$ cat config.mk
export PLATFORM = sky130hd
export DESIGN_NAME = mac_out_scheduler_flat
export DESIGN_NICKNAME = d
export VERILOG_FILES = /design/src/rtl/mac_out_scheduler_if.sv /design/src/rtl/mac_out_scheduler.sv /design/src/flat_wrapper.sv
export SDC_FILE = /design/constraint.sdc
export NUM_CORES = 1
export LEC_CHECK = 0
export ABC_AREA = 1
export CORE_ASPECT_RATIO = 1.75
export CORE_MARGIN = 10
export CORE_UTILIZATION = 30
export DETAILED_ROUTE_END_ITERATION = 6
export PLACE_DENSITY = 0.76
export REMOVE_ABC_BUFFERS = 1
export SYNTH_ARGS = -nofsm -noshare
export SYNTH_HDL_FRONTEND = slang
export SYNTH_SLANG_ARGS = --single-unit
$ cat constraint.sdc
create_clock -name clk -period 7.1 [get_ports clk]
set_clock_uncertainty 0.15 [all_clocks]
set_input_delay 1.065 -clock clk [delete_from_list [all_inputs] [get_ports clk]]
set_output_delay 1.065 -clock clk [all_outputs]
set_load 0.01 [all_outputs]
$ cat src/rtl/mac_out_scheduler_if.sv
// Bundle of the lane, FIFO and downstream signals of mac_out_scheduler.
// stall_cnt is present only when ARB_STALL_CNT_EN is defined.
interface mac_out_scheduler_if #(
  parameter int DataWidth   = 32,
  parameter int BufferWidth = 2,
  parameter int NUM_REQ     = 4
);
  logic [NUM_REQ-1:0]           req;
  logic [NUM_REQ*DataWidth-1:0] req_data;
  logic [NUM_REQ-1:0]           gnt;
  logic                         flush;
  logic                         fifo_push;
  logic [DataWidth-1:0]         fifo_din;
  logic                         fifo_full;
  logic                         fifo_pop;
  logic [DataWidth-1:0]         fifo_dout;
  logic                         out_valid;
  logic                         out_ready;
  logic [DataWidth-1:0]         out_data;
  logic                         out_last;
  logic [BufferWidth:0]         count;
  logic                         busy;
`ifdef ARB_STALL_CNT_EN
  logic [15:0]                  stall_cnt;

  modport slave (
    input  req, req_data, flush, fifo_full, fifo_dout, out_ready,
    output gnt, fifo_push, fifo_din, fifo_pop, out_valid, out_data, out_last,
           count, busy, stall_cnt
  );
  modport master (
    output req, req_data, flush, fifo_full, fifo_dout, out_ready,
    input  gnt, fifo_push, fifo_din, fifo_pop, out_valid, out_data, out_last,
           count, busy, stall_cnt
  );
`else
  modport slave (
    input  req, req_data, flush, fifo_full, fifo_dout, out_ready,
    output gnt, fifo_push, fifo_din, fifo_pop, out_valid, out_data, out_last,
           count, busy
  );
  modport master (
    output req, req_data, flush, fifo_full, fifo_dout, out_ready,
    input  gnt, fifo_push, fifo_din, fifo_pop, out_valid, out_data, out_last,
           count, busy
  );
`endif
endinterface

$ cat src/rtl/mac_out_scheduler.sv
// Round-robin lane-to-FIFO arbiter plus burst/flush drain FSM for the MAC output FIFO.
// Optional macro ARB_STALL_CNT_EN adds a saturating 16-bit stall counter.
module mac_out_scheduler #(
  parameter int DataWidth   = 32,
  parameter int BufferWidth = 2,
  parameter int BufferSize  = 4,
  parameter int NUM_REQ     = 4,
  parameter int BURST_LEN   = 4
) (
  input  logic                clk,
  input  logic                aclr,
  mac_out_scheduler_if.slave  bus
);
  localparam int CntW = BufferWidth + 1;
  localparam int PtrW = $clog2(NUM_REQ);
  localparam logic [0:0] IDLE  = 1'b0;
  localparam logic [0:0] DRAIN = 1'b1;
  localparam logic [CntW-1:0] FULL_CNT  = CntW'(BufferSize);
  localparam logic [CntW-1:0] BURST_CNT = CntW'(BURST_LEN);
  localparam logic [CntW-1:0] ONE_CNT   = CntW'(1);
  localparam logic [PtrW-1:0] LAST_LANE = PtrW'(NUM_REQ - 1);

  logic [CntW-1:0] count_q, count_d, beats_q, beats_d;
  logic [PtrW-1:0] rr_ptr_q, rr_ptr_d, winner;
  logic [0:0]      state_q, state_d;
  logic            is_flush_q, is_flush_d, flush_pend_q, flush_pend_d;
  logic            can_push, found, push, pop, in_drain, last_beat;
  int              idx;

  always_comb begin
    winner = '0;
    found  = 1'b0;
    idx    = 0;
    for (int k = 0; k < NUM_REQ; k++) begin
      idx = int'(rr_ptr_q) + k;
      if (idx >= NUM_REQ) idx = idx - NUM_REQ;
      if (!found && bus.req[idx]) begin
        found  = 1'b1;
        winner = PtrW'(idx);
      end
    end
  end

  // Pushes are suppressed while aclr is high so no grant is seen during reset.
  assign can_push      = (count_q < FULL_CNT) & ~bus.fifo_full;
  assign push          = can_push & found & ~aclr;
  assign bus.gnt       = push ? (NUM_REQ'(1) << winner) : '0;
  assign bus.fifo_push = push;
  assign bus.fifo_din  = bus.req_data[int'(winner)*DataWidth +: DataWidth];

  assign in_drain      = (state_q == DRAIN);
  assign last_beat     = in_drain & (beats_q == ONE_CNT);
  assign pop           = in_drain & bus.out_ready;
  assign bus.fifo_pop  = pop;
  assign bus.out_valid = in_drain;
  assign bus.out_last  = last_beat;
  assign bus.out_data  = bus.fifo_dout;
  assign bus.count     = count_q;
  assign bus.busy      = in_drain | flush_pend_q;

  always_comb begin
    rr_ptr_d = rr_ptr_q;
    if (push) rr_ptr_d = (winner == LAST_LANE) ? '0 : winner + 1'b1;

    count_d = count_q;
    if (push && !pop)      count_d = count_q + 1'b1;
    else if (pop && !push) count_d = count_q - 1'b1;

    state_d    = state_q;
    beats_d    = beats_q;
    is_flush_d = is_flush_q;
    case (state_q)
      IDLE: begin
        if (count_q >= BURST_CNT) begin
          state_d    = DRAIN;
          beats_d    = BURST_CNT;
          is_flush_d = 1'b0;
        end else if (flush_pend_q && count_q != '0) begin
          state_d    = DRAIN;
          beats_d    = count_q;
          is_flush_d = 1'b1;
        end
      end
      default: begin
        if (pop) begin
          beats_d = beats_q - 1'b1;
          if (last_beat) state_d = IDLE;
        end
      end
    endcase

    // A new flush pulse wins over a same-cycle clear.
    flush_pend_d = flush_pend_q;
    if ((pop && last_beat && is_flush_q) || (state_q == IDLE && count_q == '0))
      flush_pend_d = 1'b0;
    if (bus.flush) flush_pend_d = 1'b1;
  end

  always_ff @(posedge clk) begin
    if (aclr) begin
      count_q      <= '0;
      beats_q      <= '0;
      rr_ptr_q     <= '0;
      state_q      <= IDLE;
      is_flush_q   <= 1'b0;
      flush_pend_q <= 1'b0;
    end else begin
      count_q      <= count_d;
      beats_q      <= beats_d;
      rr_ptr_q     <= rr_ptr_d;
      state_q      <= state_d;
      is_flush_q   <= is_flush_d;
      flush_pend_q <= flush_pend_d;
    end
  end

`ifdef ARB_STALL_CNT_EN
  logic [15:0] stall_cnt_q, stall_cnt_d;

  always_comb begin
    stall_cnt_d = stall_cnt_q;
    if ((|bus.req) && !can_push && stall_cnt_q != 16'hFFFF)
      stall_cnt_d = stall_cnt_q + 16'd1;
  end

  always_ff @(posedge clk) begin
    if (aclr) stall_cnt_q <= '0;
    else      stall_cnt_q <= stall_cnt_d;
  end

  assign bus.stall_cnt = stall_cnt_q;
`endif
endmodule

$ cat src/flat_wrapper.sv
// flat-port wrapper written by rule: the top's interface ports become plain ports
module mac_out_scheduler_flat 
#(
  parameter int DataWidth   = 32,
  parameter int BufferWidth = 2,
  parameter int BufferSize  = 4,
  parameter int NUM_REQ     = 4,
  parameter int BURST_LEN   = 4
)
  (clk, aclr, bus_req, bus_req_data, bus_flush, bus_fifo_full, bus_fifo_dout, bus_out_ready, bus_gnt, bus_fifo_push, bus_fifo_din, bus_fifo_pop, bus_out_valid, bus_out_data, bus_out_last, bus_count, bus_busy);
  mac_out_scheduler_if #(.DataWidth(DataWidth), .BufferWidth(BufferWidth), .NUM_REQ(NUM_REQ)) bus_i ();
  input  logic clk;
  input  logic aclr;
  input wire logic [$bits(bus_i.req)-1:0] bus_req;
  input wire logic [$bits(bus_i.req_data)-1:0] bus_req_data;
  input wire logic [$bits(bus_i.flush)-1:0] bus_flush;
  input wire logic [$bits(bus_i.fifo_full)-1:0] bus_fifo_full;
  input wire logic [$bits(bus_i.fifo_dout)-1:0] bus_fifo_dout;
  input wire logic [$bits(bus_i.out_ready)-1:0] bus_out_ready;
  output wire logic [$bits(bus_i.gnt)-1:0] bus_gnt;
  output wire logic [$bits(bus_i.fifo_push)-1:0] bus_fifo_push;
  output wire logic [$bits(bus_i.fifo_din)-1:0] bus_fifo_din;
  output wire logic [$bits(bus_i.fifo_pop)-1:0] bus_fifo_pop;
  output wire logic [$bits(bus_i.out_valid)-1:0] bus_out_valid;
  output wire logic [$bits(bus_i.out_data)-1:0] bus_out_data;
  output wire logic [$bits(bus_i.out_last)-1:0] bus_out_last;
  output wire logic [$bits(bus_i.count)-1:0] bus_count;
  output wire logic [$bits(bus_i.busy)-1:0] bus_busy;
  assign bus_i.req = bus_req;
  assign bus_i.req_data = bus_req_data;
  assign bus_i.flush = bus_flush;
  assign bus_i.fifo_full = bus_fifo_full;
  assign bus_i.fifo_dout = bus_fifo_dout;
  assign bus_i.out_ready = bus_out_ready;
  assign bus_gnt = bus_i.gnt;
  assign bus_fifo_push = bus_i.fifo_push;
  assign bus_fifo_din = bus_i.fifo_din;
  assign bus_fifo_pop = bus_i.fifo_pop;
  assign bus_out_valid = bus_i.out_valid;
  assign bus_out_data = bus_i.out_data;
  assign bus_out_last = bus_i.out_last;
  assign bus_count = bus_i.count;
  assign bus_busy = bus_i.busy;
  mac_out_scheduler #(.DataWidth(DataWidth), .BufferWidth(BufferWidth), .BufferSize(BufferSize), .NUM_REQ(NUM_REQ), .BURST_LEN(BURST_LEN)) u_core (.clk(clk), .aclr(aclr), .bus(bus_i));
endmodule
; ---- After elaboration in Yosys (flattened, before gate mapping)
; Cells that the tools add are included.
[word_totals]
output_inout_bits = 76
register_bits = 11
elab_cells = 105
[op_classes]
n_reduce_logical = 23
shift = 2
eq_ne = 3
n_mux = 41
magnitude_cmp = 10
n_addsub = 11
bitwise = 9
[op_table]
columns = operator, count
row1 = $lt 32x4->1 const B, 4
row2 = $mux 32, 4
row3 = $shiftx 128x8->32, 1
row4 = $ge 32x4->1 const B, 3
row5 = $sub 32x4->32 const B, 3
row6 = $mux 1, 21
row7 = $mux 3, 6
row8 = $mux 2, 5
row9 = $logic_and 1x1->1, 9
row10 = $bmux 1 s2, 4
row11 = $add 2x2->3 const B, 2
row12 = $reduce_bool 2->1, 3
row13 = $reduce_bool 3->1, 2
row14 = $sub 3x1->3 const B, 2
row15 = $and 1x1->1, 5
row16 = $logic_not 1->1, 5
row17 = $mux 4, 1
row18 = $reduce_and 2->1, 2
row19 = $shl 1x2->4 const A, 1
row20 = $sub 2x3->4 const B, 1
row21 = $add 2x1->3 const B, 1
row22 = $add 3x1->3 const B, 1
row23 = $eq 3x1->1 const B, 1
row24 = $ge 2x3->1 const B, 1
row25 = 9 further kinds, 11

; ---- Longest topological paths before layout
; Gate-level depths: netlist of run 1.
[depth]
depth_word = 21
mapped_depth = 16
ltp_nobuf = 16

; ---- Worst setup path after synthesis of run 1
; OpenSTA, ideal clock, no wires.
[synth_timing]
path_kind = input -> output
startpoint = in bus_req[3]
endpoint = out bus_gnt[1]
arrival_ns = 2.310
path_stages = 14
t_required_ns = 5.885
n_path_buf = 2
setup_slack_ns = 3.575
cell_sequence = inv_1 -> nand2_1 -> nand3_1 -> nand2_2 -> inv_1 -> nand2_1 -> nand2_1 -> nand3_2 -> buf_6 -> buf_6 -> inv_1 -> ha_1 -> inv_1 -> nor2_1
[synth_via]
elab_chain_cells = 16
[synth_lines]
columns = item, line
row1 = from (decl), flat_wrapper.sv:14  ; input wire logic [$bits(bus_i.req)-1:0] bus_req;
row2 = $bmux 1 s2, mac_out_scheduler.sv:37  ; if (!found && bus.req[idx]) begin
row3 = $mux 1 (implied by the code) (2 in series), mac_out_scheduler.sv:37
row4 = $mux 1, mac_out_scheduler.sv:37
row5 = $logic_not 1->1, mac_out_scheduler.sv:37
row6 = $logic_and 1x1->1, mac_out_scheduler.sv:37
row7 = $mux 1, mac_out_scheduler.sv:37
row8 = $logic_not 1->1, mac_out_scheduler.sv:37
row9 = $logic_and 1x1->1, mac_out_scheduler.sv:37
row10 = $mux 1, mac_out_scheduler.sv:37
row11 = $logic_not 1->1, mac_out_scheduler.sv:37
row12 = $logic_and 1x1->1, mac_out_scheduler.sv:37
row13 = $mux 1, mac_out_scheduler.sv:37
row14 = $and 1x1->1 (2 in series), mac_out_scheduler.sv:46  ; assign push = can_push & found & ~aclr;
row15 = $mux 4 (*), mac_out_scheduler.sv:47  ; assign bus.gnt = push ? (NUM_REQ'(1) << winner) : '0;
row16 = to (decl), flat_wrapper.sv:20  ; output wire logic [$bits(bus_i.gnt)-1:0] bus_gnt;
; Every way passes the cells marked *; elsewhere a longest branch is shown, timed or not. The select of a mux whose other input is x is not followed.

; ---- Worst setup path after layout of run 1
[layout_timing]
startpoint = in bus_req[3]
endpoint = out bus_gnt[3]
; The elaborated chain is that of the path after synthesis.

==> flow_summary.toml, run 1 <==
[critical_path]
startpoint_type = "primary input"
crit_end = "bus_gnt[3]"
cpMostUsedCell = "nand3_1"
rrSetupSlack_ps = 3450
crit_start = "bus_req[3]"
worstPathCellList = "clkdlybuf4s50_1 -> inv_1 -> nand2_1 -> nand3_1 -> nand2_2 -> nor2_4 -> nand3_1 -> nand3_1 -> nand2_2 -> inv_2 -> ha_1 -> inv_1 -> nor2_1 -> clkdlybuf4s50_1"
timing.rr.start = "u_core.rr_ptr_q[0]$_SDFFE_PP0P_"
crit_type = "primary input to output pin"
r2r-end = "u_core.bus.count[2]$_SDFFE_PP0P_"
ff2ff_path_depth = 16
cp_slowest_cell = "inv_2"
required_ps = 5880
max_stage_delay_ps = 670
worstPathArrival_ps = 4280
cp_max_fo = 35
cp-end-kind = "output pin"

[yosys]
synth-seq-cells = 11
synth-seq-area-share_pct = 7.53
avgSynthCellArea_sq_um = 5.15
yosys_warnings = 0
ys_types = 23
yosys-top-cells-area = "inv_1, nand2_1, nand4_1"
synth_area_leader_cell = "inv_1"
syn_area_sq_mm = 0.00292
netlist_instances = 567
synth_top_area_share_pct = 19.4

[sta]
period_minus_slack_ps = 5490
fin_crit_sh_pct = 77.4
fmax_mhz = 182
setup_viol = 0
setup_slack_ps = 1610
slew_headroom_pct = 51.0
tightest_slew_ps = 732
drv_slew = 0
final.setup.tns_ps = 0
timing_hold_violations_final = 0
rsz0062_at_grt = "false"
whs_ps = 411

[die]
die_h_um = 151
die_w_um = 94.6
die_area_sq_mm = 0.0142
coreArea_sq_mm = 0.00947
rows = 47
ios = 245
initial_core_util_pct = 30.9

[clocking]
cts_max_level = 1
clkLatencyLatePin_ps = 240
clk_pin_slew_ps = 40
ctsHoldBuffers = 0
post-cts-setup-buffers = 0
cts_tree = "built"
clock_sinks = 11
cts-buffers-inserted = 3
root_buffer = "clkbuf_16"
post_cts_resized = 0
clk_path_buf_depth = 2

[placed_design]
io_buffers = 180
dp_cells = 805
pre_cts_ws_ps = 1580
place.gp.congestion = 0.861
place_area_sq_mm = 0.00445
dpl.hpwl_um = 10100

[global_routing]
grt_pass1_wl_um = 19000
grt_max_degree = 69
antenna_found_initial = 0
grt_pass1_vias = 3862
gr-total-overflow = 0
grt.total_usage_pct = 16.4

[pwr]
switching_share_pct = 49.4
power.internal_uw = 620
power.switching_uw = 604
clkPwrFrac_pct = 8.6
p_per_area_mw_per_mm2 = 270
p_leak_nw = 2.45
combinationalPowerShare_pct = 83.3
pwr-share-seq_pct = 8.2
ir_worst_vdd_uv = 198

[finish]
area_growth_pct = 55.0
fin_area_sq_mm = 0.00453
antenna_cells = 0
layout.nets = 865
drive_gt1_share_pct = 3.06
final_cells = 809
nFillCells = 1013

[detailed_routing]
drt_pass1_iterations = 4
routedWlPerCell_um = 15.7
num_vias = 3901
postRouteWirelength_um = 12700
ant_nets = 0
viasPerCell = 4.82
drtIter0Drc = 202
drc = 0

[outcome]
status = "finished, final reports clean"

[worst_hold_path]
hold_depth = 1
hold_path.class = "flip-flop to flip-flop"

[flow_run]
maxCapViolCount = 0
-- power by group through the flow --
stage,Combinational [mW],Clock (mW),Sequential [mW]
2_1_floorplan,0.528,0,0.0983
3_3_place_gp,1.01,0,0.0989
3_5_place_dp,1.03,0,0.100
4_1_cts,1.03,0.106,0.0991
5_1_grt,1.13,0.111,0.103
6_report,1.02,0.105,0.0998
-- sequential cells by signal, summed over array words and instances, names as in the netlist --
signal / cells
u_core.beats_q: 3
u_core.rr_ptr_q: 2
u_core.bus.count: 3
u_core.bus.out_valid: 1
u_core.flush_pend_q: 1
u_core.is_flush_q: 1
-- synthesized netlist by cell type, drive strengths merged --
master / number
clkbuf: 1
o21a: 1
a21oi: 13
dfxtp: 11
nand3: 75
nor3: 3
nand4: 64
nand2: 143
inv: 154
o21ai: 8
fa: 1
buf: 67
xor2: 1
nor2: 17
a22oi: 1
ha: 7
-- routing by layer --
layer	up-vias	wire length (um)	GRT usage, %
li1	1959	-	-
met1	1717	4880	18.2
met2	207	5800	25.8
met3	16	1730	10.1
met4	2	206	3.01
met5	-	57	3.77
-- per-stage QoR --
stage | utilization, % | total power, mW
floorplan | - | 0.627
global placement | 47.0 | 1.11
detailed placement | 47.0 | 1.13
CTS | 47.8 | 1.24
global route | 47.8 | 1.34
finish | 47.8 | 1.22
-- cell usage in the layout (no fill, tap or decap) --
cell type	netlist	final
a21oi_1	12	12
a21oi_2	1	1
a22oi_1	1	1
buf_4	38	4
clkbuf_16	0	3
clkdlybuf4s50_1	0	180
clkinv_2	0	1
dfxtp_1	11	11
fa_1	1	1
ha_1	7	7
inv_1	151	151
inv_2	3	3
nand2_1	139	138
nand2_2	4	5
nand3_1	73	72
nand3_2	2	3
nand4_1	64	64
nor2_1	16	16
nor2_4	1	1
nor3_1	3	3
o21a_1	1	1
o21ai_0	8	8
xor2_1	1	1
-- critical path, delay by kind of cell --
| kind | cells | cell delay [ps] |
|---|---|---|
| buf+inv | 5 | 1780 |
| simple gates | 8 | 1150 |
| fa+ha+maj | 1 | 250 |
-- how the worst min path moves through the flow --
stage / slack (ps) / to / startpoint
finish: 410 / u_core.bus.count[0]$_SDFFE_PP0P_ / u_core.bus.count[0]$_SDFFE_PP0P_
global placement: 330 / u_core.is_flush_q$_SDFFE_PP0P_ / u_core.is_flush_q$_SDFFE_PP0P_
CTS: 390 / u_core.is_flush_q$_SDFFE_PP0P_ / u_core.is_flush_q$_SDFFE_PP0P_
global route: 440 / u_core.bus.count[2]$_SDFFE_PP0P_ / u_core.bus.count[2]$_SDFFE_PP0P_
detailed placement: 360 / u_core.is_flush_q$_SDFFE_PP0P_ / u_core.is_flush_q$_SDFFE_PP0P_
floorplan: 320 / u_core.is_flush_q$_SDFFE_PP0P_ / u_core.is_flush_q$_SDFFE_PP0P_
-- cell families after synthesis --
family	Yosys count	share of synthesized area, %
AO/OA/AOI/OAI	23	4.24
XOR/XNOR	1	0.300
adder cells (fa/ha/maj)	8	3.68
buffers and inverters	222	35.7
flip-flops	11	7.53
AND/OR/NAND/NOR	302	48.5
-- final cells by class --
type / count / area (sq um) / area share [%]
Tap cell: 122 / 153 / 3.37
Inverter: 154 / 578 / 12.8
Clock inverter: 1 / 5.00 / 0.110
Timing Repair Buffer: 184 / 1830 / 40.4
Multi-Input combinational cell: 334 / 1670 / 36.8
Clock buffer: 3 / 75.1 / 1.66
Sequential cell: 11 / 220 / 4.86
Note: power is estimated with default switching activity, not from simulation.
==> inputs of run 2 (changes only) <==
clock period = 5.7 ns   (was 7.1 ns; I/O delays follow)
==> run 2 against run 1 <==
Combinational power up 25%; non-clock buffer count up 1; sequential power grew 24%; critical path type unchanged.
==> flow_summary.toml, run 2 (synthesis results as in run 1) <==
[sta]
period_minus_slack_ps = 4470
whs_ps = 341
slew_headroom_pct = 53.2
fin_crit_sh_pct = 78.4
setup_slack_ps = 1230
setup_viol = 0
tightest_slew_ps = 702
fmax_mhz = 224
timing_hold_violations_final = 0
drv_slew = 0
final.setup.tns_ps = 0
rsz0062_at_grt = "false"

[global_routing]
grt_max_degree = 66
grt.total_usage_pct = 17.1
grt_pass1_wl_um = 19600
antenna_found_initial = 0
grt_pass1_vias = 3841
gr-total-overflow = 0

[die]
die_area_sq_mm = 0.0142
ios = 245
initial_core_util_pct = 30.9
die_w_um = 94.6
die_h_um = 151
rows = 47
coreArea_sq_mm = 0.00947

[finish]
fin_area_sq_mm = 0.00454
nFillCells = 993
area_growth_pct = 55.2
layout.nets = 866
layout_common_cells = "clkdlybuf4s50_1, inv_1, nand2_1"
final_common_cell = "clkdlybuf4s50_1"
final_cells = 810
drive_gt1_share_pct = 3.20
final_util_pct = 47.9
antenna_cells = 0

[outcome]
status = "finished, final reports clean"

[clocking]
clk_pin_slew_ps = 50
cts_max_level = 1
ctsHoldBuffers = 0
clk_path_buf_depth = 2
clkLatencyLatePin_ps = 240
root_buffer = "clkbuf_16"
cts_tree = "built"
cts-buffers-inserted = 3
clock_sinks = 11
post-cts-setup-buffers = 0
post_cts_resized = 0

[detailed_routing]
drc = 0
drtIter0Drc = 198
postRouteWirelength_um = 13000
num_vias = 3919
ant_nets = 0
routedWlPerCell_um = 16.0
drt_pass1_iterations = 4
viasPerCell = 4.84

[placed_design]
place_area_sq_mm = 0.00446
dpl.hpwl_um = 10400
dp_cells = 806
io_buffers = 180
place.gp.congestion = 0.824
pre_cts_ws_ps = 1190

[critical_path]
crit_type = "primary input to output pin"
max_stage_delay_ps = 500
cpMostUsedCell = "nand2_1"
worstPathCellList = "clkdlybuf4s50_1 -> inv_1 -> nand2_1 -> nand3_1 -> nand2_2 -> nor2_4 -> nand3_2 -> nand3_2 -> buf_4 -> nand2_1 -> nand3_1 -> nand2_1 -> clkdlybuf4s50_1"
worstPathArrival_ps = 3470
cp_slowest_cell = "buf_4"
ff2ff_path_depth = 16
cp-end-kind = "output pin"
required_ps = 4700
cp_max_fo = 53
startpoint_type = "primary input"

[worst_hold_path]
hold_depth = 2
hold_path.class = "flip-flop to flip-flop"

[pwr]
p_leak_nw = 2.46
ir_worst_vdd_uv = 197
power_mw = 1.53
p_per_area_mw_per_mm2 = 336

[flow_run]
maxCapViolCount = 0
==> run 2: cell types whose count changed in the layout (fill, tap and decap cells not counted), sizes merged <==
cell / delta
buf: +1
==> run 2: power by group <==
group	internal, mW	total [mW]	switching, mW	leakage, nW
Clock	0.0933	0.132	0.0390	0.0409
Combinational	0.585	1.27	0.686	2.33
Sequential	0.0979	0.124	0.0259	0.0906
==> run 2: cell type report <==
| class | count | area [sq um] | area share, % |
|---|---|---|---|
| clock inverter | 1 | 5.00 | 0.110 |
| clock buffer | 3 | 75.1 | 1.65 |
| sequential | 11 | 220 | 4.85 |
| tap | 122 | 153 | 3.36 |
| timing repair buffer | 185 | 1840 | 40.5 |
| multi-input combinational | 334 | 1670 | 36.7 |
| inverter | 154 | 578 | 12.7 |
==> run 2: worst paths after layout <==
path                                                       from                          endpoint  slack (ps)
worst max register to register  u_core.rr_ptr_q[0]$_SDFFE_PP0P_  u_core.bus.count[2]$_SDFFE_PP0P_        2070
worst max-delay path                                 bus_req[3]                   bus_fifo_din[6]        1230
worst min register to register   u_core.is_flush_q$_SDFFE_PP0P_    u_core.is_flush_q$_SDFFE_PP0P_         340
worst min-delay path             u_core.is_flush_q$_SDFFE_PP0P_    u_core.is_flush_q$_SDFFE_PP0P_         340
==> run 2: layer usage <==
layer  wire length [um]  up-vias  global-route usage, %
met4                250        2                   3.68
met2               6100      210                   27.8
li1                   -     1958                      -
met3               1740       19                   10.1
met5                 50        -                   3.77
met1               4850     1730                   18.4
==> run 2: critical path, delay by kind of cell <==
family	cells	cell delay, ps
buffers and inverters	4	1480
and+or+nand+nor	9	1080
==> RTL change, RTL diff (settings of run 2) <==
`BufferWidth` is set to 2 in 3 places; all go to 4.
--- a/src/rtl/mac_out_scheduler_if.sv
+++ b/src/rtl/mac_out_scheduler_if.sv
@@ -3,5 +3,5 @@
 interface mac_out_scheduler_if #(
   parameter int DataWidth   = 32,
-  parameter int BufferWidth = 2,
+  parameter int BufferWidth = 4,
   parameter int NUM_REQ     = 4
 );
--- a/src/rtl/mac_out_scheduler.sv
+++ b/src/rtl/mac_out_scheduler.sv
@@ -3,5 +3,5 @@
 module mac_out_scheduler #(
   parameter int DataWidth   = 32,
-  parameter int BufferWidth = 2,
+  parameter int BufferWidth = 4,
   parameter int BufferSize  = 4,
   parameter int NUM_REQ     = 4,
--- a/src/flat_wrapper.sv
+++ b/src/flat_wrapper.sv
@@ -3,5 +3,5 @@
 #(
   parameter int DataWidth   = 32,
-  parameter int BufferWidth = 2,
+  parameter int BufferWidth = 4,
   parameter int BufferSize  = 4,
   parameter int NUM_REQ     = 4,
Ports: changed (resized bus_count); port bits go from 245 to 247. The function was not compared with the original's and may differ.
==> RTL change against run 2 <==
  * Register-to-register slack gained 0.25 ns
  * Synthesized area is 4.8% higher
  * Count of clock-buffer cells in the layout unchanged
  * Routed wire length is 0.95% lower
  * Largest cell class unchanged
  * Design area rose by 4.3%
  * Synthesized cell count grew 0.18%
  * Power up 63%
  * Largest power group unchanged
  * Setup slack got worse by 0.039 ns
  * Clock power is 5% higher
  * Sequential cell count increased by 4
  * Hold slack got worse by 0.022 ns
  * Non-clock buffer count grew 1
==> RTL change: results <==
INSERT INTO impl_metrics (metric_group, metric, value, unit) VALUES
('grt', 'first_global_vias', '3793', ''),
('run_status', 'result_of_the_run', 'finished, final reports clean', ''),
('place', 'globalplace.congestion', '0.850', ''),
('power', 'irDropWorstVdd', '0.322', 'mV'),
('power', 'design_power_total', '2490', 'µW'),
('layout', 'layout.buffer.nonclock.area_share', '0.394', ''),
('routing', 'num_vias', '3871', ''),
('layout', 'nFillCells', '1038', ''),
('layout', 'total_area_of_multi_input_combinational_cells', '1850', 'µm²'),
('worst_setup_path', 'critPathMaxStageDelay', '0.55', 'ns'),
('power', 'p_seq', '190', 'µW'),
('place', 'dpl-instance-area', '4650', 'µm²'),
('layout', 'drive_above_1_share', '0.0359', ''),
('yosys', 'synth_cell_types', '27', ''),
('layout', 'non_clock_buffer_count', '186', ''),
('place', 'hpwl', '10500', 'µm'),
('place', 'post-place-ws', '1.13', 'ns'),
('yosys', 'top_area_cells_in_the_synthesized_netlist', 'sky130_fd_sc_hd__nand3_1, sky130_fd_sc_hd__nand2_1, sky130_fd_sc_hd__inv_1', ''),
('grt', 'first_pass_grt_wire_length', '19400', 'µm'),
('power', 'power.switching_fraction', '0.514', ''),
('yosys', 'synth_adder_area_share', '0.0474', ''),
('yosys', 'ys_seq_area_frac', '0.0980', ''),
('worst_setup_path', 'timing.critical_path.from', 'bus_req[1]', ''),
('layout', 'design.final.nets', '878', ''),
('worst_setup_path', 'path_max_fanout', '37', ''),
('place', 'place_inst', '818', '');
## RTL change: cell types whose count changed after synthesis, moves of 2 or more
cell	delta
sky130_fd_sc_hd__o21ai_0	+5
sky130_fd_sc_hd__nor2_1	+5
sky130_fd_sc_hd__nand4_1	-63
sky130_fd_sc_hd__nand3b_1	+33
sky130_fd_sc_hd__inv_1	-25
sky130_fd_sc_hd__ha_1	+3
sky130_fd_sc_hd__dfxtp_1	+4
sky130_fd_sc_hd__xor2_1	+2
sky130_fd_sc_hd__nand3_1	+35
sky130_fd_sc_hd__buf_4	+3
sky130_fd_sc_hd__buf_2	-11
sky130_fd_sc_hd__nand2_2	+4
## RTL change: kinds of logic (layout without fill, tap and decap cells)
group / after synthesis / after routing
simple gates: 319 / 319
buf+inv: 190 / 319
compound gates: 30 / 30
fa+ha+maj: 11 / 11
flops: 15 / 15
xor+xnor: 3 / 3
## RTL change: tightest hold or removal path, cell delays in order (launching register included)
cell                       delay, ns
sky130_fd_sc_hd__dfxtp_1        0.29
sky130_fd_sc_hd__inv_1          0.06
sky130_fd_sc_hd__a211oi_1       0.07
## RTL change: per-layer routing
layer,track usage,vias to the layer above,routed length [µm]
li1,-,1964,-
met1,0.169,1691,4640
met2,0.273,193,6180
met3,0.0926,21,1700
met4,0.0362,2,273
met5,0.0453,-,62
## RTL change: worst max-delay path by stage
stage / endpoint / slack (ns) / cells after the start
after global placement: bus_fifo_din[0] / 1.15 / 14
after CTS: bus_fifo_din[0] / 1.12 / 14
after detailed placement: bus_fifo_din[0] / 1.13 / 14
final: bus_fifo_din[0] / 1.19 / 14
after global routing: bus_fifo_din[28] / 0.90 / 14
after floorplan: bus_gnt[3] / 0.97 / 11
